==> src/rtl/lif_scheduler.sv <==
// Time-multiplexed LIF neuron sequencer: one shared 8-bit leak/integrate/fire
// unit walks N_NEURONS membrane potentials per timestep, fetching currents over valid/ready.
module lif_scheduler #(
   parameter int unsigned N_NEURONS = 4,
   parameter int unsigned IDX_W     = 2
) (
   input  logic                 clk,
   input  logic                 rst,
   input  logic                 start,
   input  logic                 clear,
   input  logic [7:0]           thr,
   input  logic [2:0]           beta_shift,
   input  logic                 reset_zero,
   input  logic [7:0]           cur_data,
   input  logic                 cur_valid,
   output logic                 cur_ready,
   output logic [IDX_W-1:0]     cur_idx,
   output logic                 spike_valid,
   output logic [IDX_W-1:0]     spike_idx,
   output logic                 spike,
   output logic                 done,
   output logic [N_NEURONS-1:0] spikes,
   output logic                 busy,
   input  logic [IDX_W-1:0]     mem_sel,
   output logic [7:0]           mem_out
);

   typedef enum logic [1:0] {S_IDLE, S_FETCH, S_UPDATE, S_DONE} state_t;

   localparam logic [IDX_W-1:0] LAST_IDX = IDX_W'(N_NEURONS - 1);

   state_t                 state;
   logic [IDX_W-1:0]       idx;
   logic [7:0]             u [N_NEURONS];
   logic [7:0]             thr_q;
   logic [2:0]             bs_q;
   logic                   rz_q;
   logic [7:0]             cur_lat;
   logic [N_NEURONS-1:0]   work;

   logic [7:0]             ucur;
   logic [7:0]             leak;
   logic [8:0]             sum9;
   logic [7:0]             sat;
   logic                   fire;
   logic [7:0]             unew;
   logic [N_NEURONS-1:0]   work_nx;

   // Shared LIF datapath, evaluated for the neuron currently selected by idx
   always_comb begin
      ucur    = u[idx];
      leak    = ucur >> bs_q;
      sum9    = {1'b0, ucur - leak} + {1'b0, cur_lat};
      sat     = sum9[8] ? 8'hff : sum9[7:0];
      fire    = (sat > thr_q);
      unew    = fire ? (rz_q ? '0 : sat - thr_q) : sat;
      work_nx = work;
      work_nx[idx] = fire;
   end

   assign cur_idx = idx;
   assign mem_out = ({1'b0, mem_sel} < (IDX_W+1)'(N_NEURONS)) ? u[mem_sel] : '0;

   always_ff @(posedge clk or posedge rst) begin
      if (rst) begin
         state       <= S_IDLE;
         idx         <= '0;
         thr_q       <= '0;
         bs_q        <= '0;
         rz_q        <= 1'b0;
         cur_lat     <= '0;
         work        <= '0;
         cur_ready   <= 1'b0;
         spike_valid <= 1'b0;
         spike_idx   <= '0;
         spike       <= 1'b0;
         done        <= 1'b0;
         spikes      <= '0;
         busy        <= 1'b0;
         for (int unsigned i = 0; i < N_NEURONS; i++) u[i] <= '0;
      end else begin
         spike_valid <= 1'b0;
         done        <= 1'b0;
         case (state)
            S_IDLE: begin
               if (clear) begin
                  for (int unsigned i = 0; i < N_NEURONS; i++) u[i] <= '0;
               end else if (start) begin
                  thr_q     <= thr;
                  bs_q      <= beta_shift;
                  rz_q      <= reset_zero;
                  idx       <= '0;
                  work      <= '0;
                  cur_ready <= 1'b1;
                  busy      <= 1'b1;
                  state     <= S_FETCH;
               end
            end
            S_FETCH: begin
               if (cur_valid) begin
                  cur_lat   <= cur_data;
                  cur_ready <= 1'b0;
                  state     <= S_UPDATE;
               end
            end
            S_UPDATE: begin
               u[idx]      <= unew;
               spike_valid <= 1'b1;
               spike_idx   <= idx;
               spike       <= fire;
               work        <= work_nx;
               if (idx == LAST_IDX) begin
                  // done and spikes are raised on entry so both are visible during DONE
                  done   <= 1'b1;
                  spikes <= work_nx;
                  state  <= S_DONE;
               end else begin
                  idx       <= idx + 1'b1;
                  cur_ready <= 1'b1;
                  state     <= S_FETCH;
               end
            end
            S_DONE: begin
               idx   <= '0;
               busy  <= 1'b0;
               state <= S_IDLE;
            end
            default: state <= S_IDLE;
         endcase
      end
   end

endmodule

==> config.mk <==
export PLATFORM = sky130hd
export DESIGN_NAME = lif_scheduler
export DESIGN_NICKNAME = d
export VERILOG_FILES = /design/src/rtl/lif_scheduler.sv
export SDC_FILE = /design/constraint.sdc
export NUM_CORES = 1
export LEC_CHECK = 0
export ABC_CLOCK_PERIOD_IN_PS = 7700
export CAP_MARGIN = 20
export CORE_UTILIZATION = 34
export DETAILED_ROUTE_END_ITERATION = 8
export PLACE_DENSITY = 0.5
export SLEW_MARGIN = 0
export SYNTH_ARGS = -nofsm -noshare
export SYNTH_HDL_FRONTEND = slang
export SYNTH_SLANG_ARGS = --single-unit
export TNS_END_PERCENT = 100
==> constraint.sdc <==
create_clock -name clk -period 7.7 [get_ports clk]
set_clock_uncertainty 0.05 [all_clocks]
set_input_delay 1.54 -clock clk [delete_from_list [all_inputs] [get_ports clk]]
set_output_delay 1.54 -clock clk [all_outputs]
set_load 0.1 [all_outputs]
==> results.txt <==
- The worst path in the final design needs a cycle of 6820 ps, including I/O delays and setup.
* Status: finished clean
- After Yosys synthesis, and, or, nand and nor cells account for 11.2% of the synthesized area.
- Clock insertion delay at the later pin of the skew report: 350 ps
- PnR worst setup slack: 877 ps
- In the final design database the tool counted 530 nets.
* CP startpoint kind: flop
* Fraction of synthesized area in multiplexers: 14.4%
* Routed Antenna Nets: 0
- Post-synthesis sequential element count: 70
- Most frequent cells in the layout: dfrtp_1 (70), clkdlybuf4s50_1 (47), nand2_1 (44)
- Number of filler cells placed in the layout: 1,269
* Relative slew slack: 32.4%
* Max frequency: 0.147 GHz
* Wire length after detailed routing: 11.4 mm
- Number of hold-repair buffers added at the cts stage: 0
- Starting density of the core: 35.1%
- Wire length of the first global-routing pass: 18.4 mm
* Number of DRC violations after detailed routing: 0
- For this design the top-level I/O count stands at 48.
* Vias after detailed routing: 3,471
- H-Tree Level Count: 3
- Die ar.: 13,600 µm²
- In the global route stage, overall resource usage came out at 18.3%.
* HP Class: flop to flop
- Total negative setup slack: 0 ps
- Mean instance size in the synthesized netlist: 10.4 µm²
- Detailed placement finished with a half-perimeter wire length of 8.41 mm.
- Global routing finished with a remaining overflow of 0.
* Setup repair after global routing missed its margin: no
- The clock net in this run drives a total of 70 sinks.
- Endpoint arrival time on the critical path: 7060 ps
- Clock root buffer: clkbuf_16
* Count of max-cap constraint violations: 0
* Placeable core region: 12,700 µm²
- Vias in the first global route: 3,461
- Counting flops with a built-in enable in the synthesized netlist gives 0.
- The repair_antennas step left the layout with diodes totalling 0.
- Summing the areas of all compound-gate instances in the mapped netlist gives 19.5% of the synthesized area.
- Worst slack, placed: 838 ps
- For this run, the leading register cell type out of synthesis is dfrtp_1.
* Max clock buf depth: 2
- Cell taking the most area after synthesis: dfrtp_1
- Entering global routing, the biggest net connects 71 pins.
* Height of the chip: 117 µm
- In this run the core area contains 41 standard-cell rows.
- Most common cell after layout, fill and taps aside: dfrtp_1
- Via/cell ratio: 5.35
- The number of max-slew violations in the final report is 0.
* Post-synth ARST share: 100%
- Area share of fa/ha/maj cells after synthesis: 9.18%
- For this run, the detailed router's first-pass iteration total came to 5.
- Cell area after technology mapping: 4470 µm²
* Horizontal die dimension: 117 µm
- Netlist cell types: 48
- Main combinational cell family by area after synthesis: compound AO/OA/AOI/OAI gates
* Slowest stage cell on the critical path: dfrtp_1
* Detail-routed net length per standard cell: 17.5 µm
- Cells taking the most area after synthesis: dfrtp_1 (39%), mux4_2 (8.1%), ha_1 (7.8%)
* Register area share after synthesis: 39.2%
* CTS-repair resized insts: 0
- Count of endpoints failing hold in the final timing report: 0
- Proportion of netlist area held by the largest area contributor: 39.2%
* Sequential cell area: 1750 µm²
- Cell breakdown of the critical path: mux4_2 -> mux2_2 -> a21oi_1 -> o21a_1 -> ha_1 -> a21o_1 -> a21oi_1 -> a2bb2oi_1 -> nor2b_1 -> xnor2_1 -> ha_1 -> and3_1 -> a221oi_4 -> o21ai_2 -> nor4_2 -> inv_1 -> ha_1 -> nand4_1 -> a211oi_1 -> o22a_1 -> nand2b_1 -> o22ai_1 -> a22o_1
- By instance count, the cell type seen most on the critical path is ha_1.
* Fraction of layout cells with a size suffix above 1: 12.2%
- After the first detailed-routing iteration, the DRC count stood at 231.
- CP peak stage delay: 780 ps
* Fraction of synthesized cell area in xor and xnor cells: 2.74%
- The area growth from synthesis to layout is 20.5%.
- TritonCTS clock tree: built
* Number of warning messages in the yosys log: 0
- The initial antenna violation count is 0.
* Buffers on Ports: 47
- The worst setup path is captured at a flop.
* Final Wtd Congestion: 0.841
- Clock transition at the register clock pins on the worst setup and hold paths after CTS: 60 ps
* Net count after synthesis: 489
- Type of the worst setup path: flop to flop
* Worst-Margin Slew: 1010 ps
* Clock buffer count from CTS: 9
* Critical path required time: 7930 ps
* Cells after synthesis: 431
* Total setup buffers inserted after CTS: 0
- Setup violations remaining at the end of the flow were counted as 0.
- Area of the multi-input gates: 2550 µm²
- Of the available clock period, the critical path in the final layout requires 88.6%.
- Critical-path maximum fanout: 20
==> routing by layer <==
metal / GRT usage, % / part of all wire [%]
met5: 0 / 0
met4: 7.43 / 2.2
met3: 4.20 / 4.6
met2: 29.3 / 48
met1: 24.1 / 45
==> final cells by class <==
| type | instances | share of cell area (%) |
|---|---|---|
| Clock inverter | 5 | 1.09 |
| Sequential cell | 70 | 32.5 |
| Multi-Input combinational cell | 318 | 47.2 |
| Tap cell | 172 | 3.99 |
| Clock buffer | 11 | 4.50 |
| Inverter | 24 | 1.67 |
| Timing Repair Buffer | 49 | 9.01 |
==> registers in the layout (all words and copies together) (netlist names) <==
register / cells
u: 32
cur_lat: 8
thr_q: 8
spikes: 4
bs_q: 3
work: 3
cur_idx: 2
spike_idx: 2
state: 2
busy: 1
cur_ready: 1
done: 1
rz_q: 1
spike: 1
spike_valid: 1
==> cell usage after synthesis (all sizes together), types with 6 or more instances <==
master / n
o21ai: 38
nor2: 15
mux2i: 9
a21oi: 27
nand2: 44
nand2b: 11
inv: 23
mux4: 16
buf: 9
mux2: 17
xor2: 7
a22o: 23
ha: 28
a21o: 13
clkbuf: 10
dfrtp: 70
a211oi: 6
xnor2: 7
nor2b: 10
==> kinds of logic (layout without fill, tap and decap cells) <==
| logic type | Yosys count | after routing |
|---|---|---|
| flops | 70 | 70 |
| compound gates | 129 | 129 |
| xor+xnor | 14 | 14 |
| buf+inv | 43 | 89 |
| mux | 42 | 42 |
| fa+ha+maj | 31 | 31 |
| simple gates | 102 | 102 |
==> worst max-delay path, delay by kind of cell, from the launching register on <==
kind | cells | cell delay (ps)
AO/OA/AOI/OAI | 11 | 2770
AND/OR/NAND/NOR | 5 | 1090
multiplexers | 2 | 950
adder cells (fa/ha/maj) | 3 | 880
flip-flops | 1 | 780
XOR/XNOR | 1 | 130
buffers and inverters | 1 | 80
==> metrics by stage <==
step | util (%) | hold WS [ps] | instances | area, µm²
global placement | 40.0 | 416 | 633 | 5090
CTS | 42.4 | 437 | 649 | 5390
finish | 42.4 | 429 | 649 | 5390
detailed placement | 40.0 | 420 | 633 | 5090
floorplan | - | 411 | 431 | 4470
global route | 42.4 | 466 | 649 | 5390
==> path summary, 6_finish.rpt <==
check                                            start               endpoint  slack, ps  cells after the start
worst max-delay path            cur_idx[0]$_DFFE_PP0P_      u[29]$_DFFE_PP0P_        880                     23
worst min-delay path             spikes[3]$_DFFE_PP0P_  spikes[3]$_DFFE_PP0P_        430                      2
worst max register to register  cur_idx[0]$_DFFE_PP0P_      u[29]$_DFFE_PP0P_        880                     23
worst min register to register   spikes[3]$_DFFE_PP0P_  spikes[3]$_DFFE_PP0P_        430                      2
max in group asynchronous                          rst      u[25]$_DFFE_PP0P_       5260                      3
min in group asynchronous                          rst  spikes[2]$_DFFE_PP0P_       1740                      3
Power is left out: the tool's default activity adds up to more than one toggle a clock period on the data nets, which glitch-free logic cannot reach.
